===== src/rtl/btn_route_w_sw.sv =====
// Button edge router: one-cycle command pulses to the stopwatch or the watch.
// Optional hold-to-repeat in watch mode when AUTO_REPEAT_EN is defined.
module btn_route_w_sw #(
  parameter int NBTN          = 4,
  parameter int REPEAT_DELAY  = 50_000_000,
  parameter int REPEAT_PERIOD = 10_000_000
) (
  input  logic            clk,
  input  logic            reset,
  input  logic            i_btn_mode,
  input  logic [NBTN-1:0] i_btn,
  output logic            o_sel,
  output logic [NBTN-1:0] o_sw_btn,
  output logic [NBTN-1:0] o_w_btn,
  output logic            o_mode_pend
);

  typedef enum logic {RUN, PEND} state_t;

  state_t          state;
  state_t          state_nxt;
  logic [NBTN-1:0] prev_btn;
  logic [NBTN-1:0] rise;
  logic [NBTN-1:0] rpt;
  logic            prev_mode;
  logic            mode_rise;
  logic            idle;
  logic            sel_nxt;

  if (REPEAT_PERIOD < 1 || REPEAT_PERIOD > REPEAT_DELAY) begin : g_cfg_chk
    $error("btn_route_w_sw: need 1 <= REPEAT_PERIOD <= REPEAT_DELAY");
  end

  assign rise      = i_btn & ~prev_btn;
  assign mode_rise = i_btn_mode & ~prev_mode;
  assign idle      = (i_btn == '0);

  // A toggle only lands while no command button is down.
  always_comb begin
    state_nxt = state;
    sel_nxt   = o_sel;
    unique case (state)
      RUN: begin
        if (mode_rise) begin
          if (idle) sel_nxt = ~o_sel;
          else      state_nxt = PEND;
        end
      end
      PEND: begin
        if (idle) begin
          sel_nxt   = ~o_sel;
          state_nxt = RUN;
        end
      end
      default: state_nxt = RUN;
    endcase
  end

  always_ff @(posedge clk) begin
    if (reset) begin
      state       <= RUN;
      o_sel       <= 1'b0;
      o_mode_pend <= 1'b0;
      o_sw_btn    <= '0;
      o_w_btn     <= '0;
      prev_btn    <= '1;
      prev_mode   <= 1'b1;
    end else begin
      state       <= state_nxt;
      o_sel       <= sel_nxt;
      o_mode_pend <= (state_nxt == PEND);
      o_sw_btn    <= o_sel ? '0 : rise;
      o_w_btn     <= o_sel ? (rise | rpt) : '0;
      prev_btn    <= i_btn;
      prev_mode   <= i_btn_mode;
    end
  end

`ifdef AUTO_REPEAT_EN
  localparam int CW = $clog2(REPEAT_DELAY + 1);
  localparam logic [CW-1:0] DLY    = CW'(REPEAT_DELAY);
  localparam logic [CW-1:0] RELOAD = CW'(REPEAT_DELAY - REPEAT_PERIOD);

  logic [CW-1:0] cnt;
  logic [CW-1:0] cnt_inc;
  logic          arm;
  logic          single;
  logic          held;

  assign single  = o_sel & $onehot(i_btn);
  assign held    = single & arm & (i_btn == prev_btn);
  assign cnt_inc = cnt + CW'(1);
  assign rpt     = (held && cnt_inc == DLY) ? i_btn : '0;

  // Reloading to DELAY-PERIOD makes later repeats reuse the same compare.
  always_ff @(posedge clk) begin
    if (reset) begin
      cnt <= '0;
      arm <= 1'b0;
    end else if (held) begin
      cnt <= (cnt_inc == DLY) ? RELOAD : cnt_inc;
    end else begin
      cnt <= '0;
      arm <= single & (rise == i_btn);
    end
  end
`else
  assign rpt = '0;
`endif

endmodule


===== config.mk =====
export PLATFORM = sky130hd
export DESIGN_NAME = btn_route_w_sw
export DESIGN_NICKNAME = d
export VERILOG_FILES = /design/src/rtl/btn_route_w_sw.sv
export SDC_FILE = /design/constraint.sdc
export NUM_CORES = 1
export LEC_CHECK = 0
export BUFFER_PORTS_ARGS = -buffer_cell sky130_fd_sc_hd__clkbuf_2
export CAP_MARGIN = 20
export CORE_AREA = 2 2 39 41
export CTS_CLUSTER_SIZE = 20
export DETAILED_ROUTE_END_ITERATION = 6
export DIE_AREA = 0 0 41 43
export GPL_TIMING_DRIVEN = 0
export PLACE_DENSITY_LB_ADDON = 0.05
export SLEW_MARGIN = 15
export SYNTH_ARGS = -nofsm -noshare
export SYNTH_HDL_FRONTEND = slang
export SYNTH_SLANG_ARGS = --single-unit

===== constraint.sdc =====
create_clock -name clk -period 1.8 [get_ports clk]
set_input_delay 0.54 -clock clk [delete_from_list [all_inputs] [get_ports clk]]
set_output_delay 0.54 -clock clk [all_outputs]
set_load 0.02 [all_outputs]

; ---- Word level (Yosys, flattened, before mapping)
; Cells that the tools add are included.
; Widths: inputs -> output; s select.
[word_totals]
regBits = 15
in_bits = 7
output_inout_bits = 10
elab_cells = 22
[op_classes]
eq_ne = 1
muxes = 6
bitwise = 6
reduce_logical = 3
[op_table]
columns = cell, n
row1 = $and 4x4->4, 1
row2 = $logic_not 4->1, 1
row3 = $mux 1, 4
row4 = $not 4->4, 1
row5 = $pmux 1 s2, 2
row6 = $reduce_or 2->1, 2
row7 = $not 1->1, 3
row8 = $ne 2x2->1 const B, 1
row9 = $and 1x1->1, 1

; ---- Longest topological paths before layout
; Gate-level depths: netlist (run 1).
[depth]
depth_word = 4
depth_mapped = 3
depth_no_buf = 3

; ---- Least setup slack after synthesis (run 1)
; No wires, ideal clock.
[synth_path]
path_kind = input to register
from = input port i_btn[1]
to = register o_sel
t_arrival_ps = 1023
required_time_ps = 1678
setup_slack_ps = 655
cell_stages = 3
n_path_buf = 0
cell_sequence = nor4_2 o21ai_1 mux2i_1
[synth_between]
elab_chain_len = 4
[synth_rtl]
columns = item, line_no
row1 = start: declaration, 11  ; input logic [NBTN-1:0] i_btn,
row2 = $logic_not 4->1 *, 36  ; assign idle = (i_btn == '0);
row3 = $mux 1 *, --
row4 = $mux 1, --
row5 = $pmux 1 s2 *, --
row6 = end signal: assignment, 70  ; o_sel <= sel_nxt;
row7 = end: declaration, 12  ; output logic o_sel,
; Mark *: on every way between the ends. The rest lies on a longest branch, timed or not. The select of a mux whose other input is x is not followed.
; A chain may end at the register's enable or synchronous reset.

; ---- Worst setup path in the final report (run 1)
[layout_path]
from = register o_sel
to = output port o_sel
; No word-level cell between the ends.

==> impl.org, run 1 <==
** Timing
- Post-Route Skew :: 5.246 ps
- Tightest hold margin :: 426.7 ps
- The worst path in the final design needs a cycle of 1391 ps, including I/O delays and setup.
- Unrepaired setup endpoints after global routing :: false
- Setup violations remaining at the end of the flow were counted as 0.
- Dividing the final minimum period by the clock period gives between 70 and 80%.
- Relative max-transition margin :: between 80% and 90%
- Based on the critical path, the design can be clocked at up to 0.7191 GHz.
- For the final routed database, the setup TNS stands at 0 ps.
- Final WS setup :: 409.4 ps
- Fin. max-slew vios :: 0
- Final hold violation count :: 0
- Slew at the pin closest to its max-slew limit :: about 230 ps

** Clock network
- Clock-pin slew was measured on the worst setup and hold paths at 80 ps.
- Cts repair resizes :: 0
- TritonCTS built the clock tree.
- H-tree levels :: 1
- The clock net in this run drives a total of 15 sinks.
- After clock tree synthesis, the setup repair step added 0 buffers.
- Hold repair after CTS inserted 0 buffers.
- Longest Clk Path Bufs :: 2
- The clock reaches the later pin of the worst-skew pair after 270 ps.
- Cell at the root of the clock tree :: clkbuf_4
- Cts bufs inserted :: 3

** Detailed routing
- Total detailed-routing wirelength :: about 760 µm
- After detailed routing, the number of remaining DRC violations is 0.
- Vias per inst :: 4.293
- Pre-antenna DRT Iters :: 1
- Antenna viol nets, final :: 0
- The routed layout has 322 vias.
- Routed wire per std cell :: approximately 10 µm
- First DRT Iteration DRCs :: 0

** Pwr
- Leak Pwr :: 0.2541 nW
- The design draws approximately 0.56 mW.
- Power spread over the standard cell area amounts to between 900 and 1000 mW/mm².
- VDD sags by at most between 0.0004 and 0.0005 V.

** Placement
- Worst setup slack before clock tree synthesis :: 476.1 ps
- Post-Place Cells :: 71
- Placement Cell Area :: 549.3 µm²
- PortBufs :: 16
- Placed wire-length estimate :: a little under 600 µm
- The congestion estimate from routability-driven global placement came to 0.6656.

** Synthesis
- Average size of a mapped cell :: roughly 12 µm²
- Ranked by instance count, the synthesized netlist is headed by dfxtp_1, nor2_1, or2_1.
- Synthesis produced 39 cells.
- Of all flip-flops after synthesis, the portion carrying an async set or reset was 0%.
- For this run, the register share of the synthesized area comes to 66.85%.
- The Yosys step of the flow raised 0 warnings.
- Summed over all instances, the cell type with the most area after synthesis is dfxtp_1.
- The synthesized design contains 15 register bits.
- By instance count, the leading cell after synthesis is dfxtp_1.
- The mapped netlist covers ~450 µm².
- Post-synthesis cell type count :: 11
- Cell types occupying the most area after synthesis :: dfxtp_1, or2_1, nor2_1
- Most instantiated flip-flop cell in the synthesis netlist :: dfxtp_1
- The number of nets handed over by synthesis was 46.
- Yosys mapped a number of flops with a built-in enable equal to 0.
- Yosys top cell area share :: 66.85%

** GRT
- For this run, the total global-route usage over all layers was measured as 10.95%.
- Largest net degree at the start of global routing :: 11
- Global-route wire length before repair :: 1.235 mm
- Summed over all layers, the global routing overflow is 0.
- The initial antenna violation count came to 0.
- Via count of the first global-routing pass :: 290

** Floorplan
- Pin placement for this block handled 17 I/O pins.
- The floorplan step defined a core boundary enclosing around 0.0014 mm².
- Site row count :: 14
- The die covers 0.001763 mm².
- Die height :: roughly 43 µm
- Die outline width :: approximately 41 µm
- Effective utilization at floorplan :: 32.46%

** Hold path
- In this run the worst hold path is classified as reg2reg.

** Critical path
- The slowest stage of the critical path belongs to the cell dfxtp_1.
- By startpoint and endpoint, the worst setup path is classified as reg2out.
- Crit-path leading delay family :: flip-flops
- Max FO, Critical Path :: 5
- Data on the critical path is required at its endpoint by 1260 ps.
- Worst path buffer plus inverter count :: 1
- Largest stage delay on the critical path :: 390 ps
- The critical path goes through clkbuf_2.
- Endpoint class of the critical path :: primary output
- Crit start category :: register
- Data arrival, critical path :: 850 ps

** Layout
- Final core utilization :: 41.59%
- In the final design database the tool counted 67 nets.
- The count of cells in the finished layout, fillers not included, comes to 75.
- Post-route cell area :: 575.6 µm²
- The repair_antennas step left the layout with diodes totalling 0.
- Layout cells sized above 1 :: around a third
- Area Growth Syn to Fin :: 28.13%

** Run
- Max-cap violations in this run came to 0.

** Outcome
- The run finished with clean final reports.
state kept, by name (all words and copies together), names as in the netlist:
| register | cells |
|---|---|
| o_sel | 1 |
| prev_mode | 1 |
| o_w_btn | 4 |
| prev_btn | 4 |
| o_sw_btn | 4 |
| state | 1 |
cell usage in the layout (no fill, tap or decap):
cell type   n
or2_1       6
clkbuf_1    1
nand2b_1    4
dfxtp_1    15
nor2_1      7
mux2i_1     1
nor4b_1     1
nor4bb_1    1
nor2b_1     1
clkbuf_4    3
o21bai_1    1
o21ai_1     1
clkbuf_2   16
nor4_2      1
power by group:
| part | internal [mW] | switching [mW] |
|---|---|---|
| combinational | 0.0159 | 0.0195 |
| sequential | 0.341 | 0.00306 |
| clock | 0.0858 | 0.0971 |
| total | 0.443 | 0.120 |
final timing paths:
| check | startpoint | endpoint | slack [ps] | depth (start not counted) |
|---|---|---|---|---|
| hold / removal | prev_btn[1] | o_sw_btn[1] | 430 | 1 |
| setup reg to reg | o_sel | o_sel | 980 | 2 |
| hold reg to reg | prev_btn[1] | o_sw_btn[1] | 430 | 1 |
| setup / recovery | o_sel | o_sel | 410 | 1 |
kinds of logic after synthesis:
group	share of synthesized area, %
and+or+nand+nor	28.14
muxes	2.229
AOI/OAI and AO/OA	2.785
DFF	66.85
cell type report:
type                            count  area [µm²]
Tap cell                           16       20.02
Fill cell                         147       808.3
Clock buffer                        4       26.28
Sequential cell                    15       300.3
Multi-Input combinational cell     24       148.9
Timing Repair Buffer               16       80.08
worst reg2reg max path: stages (launching register included):
cell and delay [ps]:
dfxtp_1 350, or2_1 290, mux2i_1 130
metal layers:
metal,GRT usage (%),part of all wire [%],vias to the layer above
met3,3.141,7.5,2
met2,16.88,52,11
li1,-,-,167
met1,11.96,40,142
met5,0,0,-
met4,8.000,0.66,0
Power figures use the tool's default switching activity.
==> run 2, diff against run 1 <==
--- a/config.mk
+++ b/config.mk
@@ -5,12 +5,12 @@
 export SDC_FILE = /design/constraint.sdc
 export NUM_CORES = 1
 export LEC_CHECK = 0
+export ABC_AREA = 1
 export BUFFER_PORTS_ARGS = -buffer_cell sky130_fd_sc_hd__clkbuf_2
 export CAP_MARGIN = 20
-export CORE_AREA = 2 2 39 41
+export CORE_UTILIZATION = 35
 export CTS_CLUSTER_SIZE = 20
 export DETAILED_ROUTE_END_ITERATION = 6
-export DIE_AREA = 0 0 41 43
 export GPL_TIMING_DRIVEN = 0
 export PLACE_DENSITY_LB_ADDON = 0.05
 export SLEW_MARGIN = 15
==> constraint.sdc (replaced) <==
create_clock -name clk -period 1.4 [get_ports clk]
set_input_delay 0.42 -clock clk [delete_from_list [all_inputs] [get_ports clk]]
set_output_delay 0.42 -clock clk [all_outputs]
set_load 0.02 [all_outputs]
==> run 2 against run 1 <==
Combinational power rose by 57%. Clock power rose by 27%. Register-to-register slack got worse by 380 ps. Routed wire length fell by 7.0%. Synthesized cell count rose by 23%. Critical path depth did not move. Core utilization rose by 9.0 points. Area after synthesis rose by 6.1%. Non-clock buffer count did not move. Total power rose by 30%. Critical path type unchanged. Largest power group unchanged. Highest routed layer is now met3.
==> impl.org, run 2 <==
** Detailed routing
- Total number of vias :: 362 (+12%)
- The routed wire length came to 705 µm (-7.0%).
- Total DRC errors in the routed layout :: 0 (unchanged)
- The via-per-instance ratio came to 4.415 (+2.8%).
- Routed wire per std cell :: 8.598 µm (-15%)
- The number of detailed-routing iterations run before antenna repair is 2 (+1).
- The antenna violation net count after detailed routing was 0 (unchanged).
- First DRT Iteration DRCs :: 3 (+3)

** Timing
- The total negative slack was 0 ps (unchanged).
- The count of pins over their slew limit came to 0 (unchanged).
- Slew at the pin closest to its max-slew limit :: 172.2 ps (-57.08 ps)
- The setup skew after layout came to 0.2172 ps (-5.029 ps).
- Final period utilization :: 91.68%
- Tmin final :: 1283 ps
- The worst-case headroom to the max-slew limit is 88.43% (+3.8 points).
- The number of failing hold endpoints at the final stage is 0 (unchanged).
- Maximum clock rate :: between 0.7 and 0.8 GHz
- The final number of setup-violating endpoints is 0 (unchanged).
- Setup repair after global routing left no endpoint under its margin.

** Floorplan
- The starting density of the core is 40.19% (+7.7 points).
- Site row count :: 12 (-2)
- The boundary pin count came to 17 (unchanged).
- The die footprint came to 0.001514 mm² (-14%).
- The placeable core region was 0.001186 mm² (-14%).
- The die span in y is 38.91 µm (-9.5%).
- Die outline width :: 38.91 µm (-5.1%)

** Critical path
- Largest stage delay on the critical path :: 400 ps (about the same)
- Critical path class :: reg2out
- Crit-path leading delay family :: flip-flops
- Data arrival, critical path :: 860 ps (about the same)
- Max FO, Critical Path :: 5 (unchanged)
- STA classifies the critical path startpoint as a register.
- The most critical setup path has its startpoint at o_sel.
- Endpoint class of the critical path :: primary output
- Traced cell by cell, the critical path runs through clkbuf_2.
- The slowest stage of the critical path is the dfxtp_1 cell.
- Worst path buffer plus inverter count :: 1 (unchanged)
- The startpoint identified for the worst register-to-register timing path is o_sel.
- Data required time of the critical path :: 980 ps (-280 ps)

** Synthesis
- Netlist area before placement :: 476.7 µm² (+6.1%)
- Yosys top cell area share :: 62.99% (-3.9 points)
- FF+latch count, synth :: 15 (unchanged)
- The synthesized area per cell was 9.931 µm² (-14%).
- The unique cell type count in the Yosys netlist came to 13 (+2).
- By area, the combinational part of the netlist is dominated by simple AND/OR/NAND/NOR gates.
- Syn Nets :: 55 (+20%)
- Counting instances in the post-synthesis netlist gives the leading cell types as dfxtp_1, nand2_1, inv_2.
- Cell types occupying the most area after synthesis :: dfxtp_1, nor3_2, nand2_1
- Most instantiated flip-flop cell in the synthesis netlist :: dfxtp_1
- Number of enable flip-flop cells after synthesis :: 0 (unchanged)
- Post-synthesis xor/xnor area fraction :: 0% (unchanged)
- The simple-gate area share of the yosys netlist was 30.45% (+2.3 points).
- Multiplexer fraction of the synthesized cell area :: 0% (-2.2 points)
- The adder-cell share of the synthesized area came to 0% (unchanged).
- Dominant cell by count in the synthesized netlist :: dfxtp_1
- The biggest area contributor in the post-synthesis netlist is dfxtp_1.
- The share of async-settable or async-resettable flops after synthesis is 0% (unchanged).
- Count of synthesis-stage warnings from yosys :: 0 (unchanged)
- Syn Inst Count :: 48 (+23%)
- The share of the synthesized area in compound gates (AO/OA/AOI/OAI) came to 1.050% (-1.7 points).
- The post-synthesis sequential area ratio is 62.99% (-3.9 points).

** Placement
- The placer congestion estimate came to 0.6784 (+1.9%).
- Placed wire-length estimate :: 563.6 µm (-4.2%)
- PortBufs :: 16 (unchanged)
- The area after detailed placement is 574.3 µm² (+4.6%).
- Post-Place Cells :: 78 (+9.9%)

** GRT
- Via count of the first global-routing pass :: 336 (+16%)
- Number of antenna violations at the first check in global routing :: 0 (unchanged)
- The global-route wire length before repair came to 1.297 mm (+5.0%).
- The global-route usage over all layers is 13.27% (+2.3 points).
- The total congestion overflow after global routing came to 0 (unchanged).
- The maximum number of pins on one net before global-route repair is 9 (-2).

** Clock network
- Clock-pin slew on the worst setup and hold paths :: 80 ps (about the same)
- H-tree levels :: 1 (unchanged)
- The TritonCTS sink count is 15 (unchanged).
- The count of instances resized after the clock tree is built is 0 (unchanged).
- The hold buffer count at cts came to 0 (unchanged).
- Clock tree synthesis selected as its root buffer the cell clkbuf_4.
- TritonCTS built the clock tree.
- Post-CTS setup buffers :: 0 (unchanged)
- The clock insertion delay at the later pin of the skew report came to 270 ps (about the same).
- The clock tree buffer depth was 2 (unchanged).
- The number of clock buffers inserted by TritonCTS came to 3 (unchanged).

** Hold path
- Class of the worst hold path :: in2reg
- The worst hold path begins at i_btn_mode.

** Layout
- Non-filler instance count after layout :: 82 (+9.3%)
- In the layout the commonest cells are clkbuf_2, dfxtp_1, nand2_1, inv_2.
- Number of nets in the final layout :: 76 (+13%)
- The cell area after layout came to 600.6 µm² (+4.3%).
- Relative to the synthesized area, the layout overhead comes to 25.98%.
- Count of antenna diodes in the layout :: 0 (unchanged)
- The share of layout cells above drive strength 1 came to 48.53% (+15 points).
- Registers with the most flip-flops :: o_sw_btn x4, o_w_btn x4, prev_btn x4
- Fill cell instance count of the final layout :: 116 (-21%)
- Leaving out fill and tap cells, the most frequent cell in the layout is clkbuf_2.

** Run
- Max Cap Viol :: 0 (unchanged)

** Pwr
- Leak Pwr :: 0.2868 nW (+13%)
- The total power per unit cell area is 1222 mW/mm² (+25%).
- The maximum VDD drop was 0.0004463 V (+6.8%).

** Outcome
- The flow ran to the end, and the final reports show no timing, DRC or antenna violations.
-- run 2: area by class of cell --
class                           instances  area (µm²)  share of cell area [%]
Sequential cell                        15       300.3                   50.00
Multi-Input combinational cell         26       150.1                   25.00
Timing Repair Buffer                   16       80.08                   13.33
Clock buffer                            4       26.28                   4.375
Inverter                                7       26.28                   4.375
Tap cell                               14       17.52                   2.917
-- run 2: final timing paths --
check,to,slack [ps],cells past startpoint
worst min register to register,o_sw_btn[0],430,1
worst min-delay path,prev_mode,340,2
worst max-delay path,o_sel,120,1
worst max register to register,o_sw_btn[2],600,2
-- run 2: routing by layer --
layer	track usage [%]	share of wire [%]
met5	0	0
met4	7.759	0
met3	3.468	6.8
met2	22.92	48
met1	14.29	45
-- run 2: stage by stage --
| stage | total power, mW | hold slack, ps | worst slack (ps) | util (%) |
|---|---|---|---|---|
| finish | 0.7340 | 343.5 | 116.5 | 50.63 |
| global placement | 0.5110 | 414.9 | 341.5 | 48.42 |
| CTS | 0.7433 | 337.3 | 107.1 | 50.63 |
| global route | 0.7743 | 339.3 | 69.81 | 50.63 |
| floorplan | 0.4917 | 410.4 | 473.4 | - |
| detailed placement | 0.5117 | 420.5 | 348.4 | 48.42 |
-- run 2: power breakdown --
part / internal (mW) / switching, mW
combinational: 0.0212 / 0.0345
clock: 0.110 / 0.123
sequential: 0.439 / 0.00624
-- run 2: kinds of logic (layout without fill, tap and decap cells) --
kind of cell | Yosys count | after routing
simple gates | 25 | 25
flops | 15 | 15
buf+inv | 7 | 27
compound gates | 1 | 1
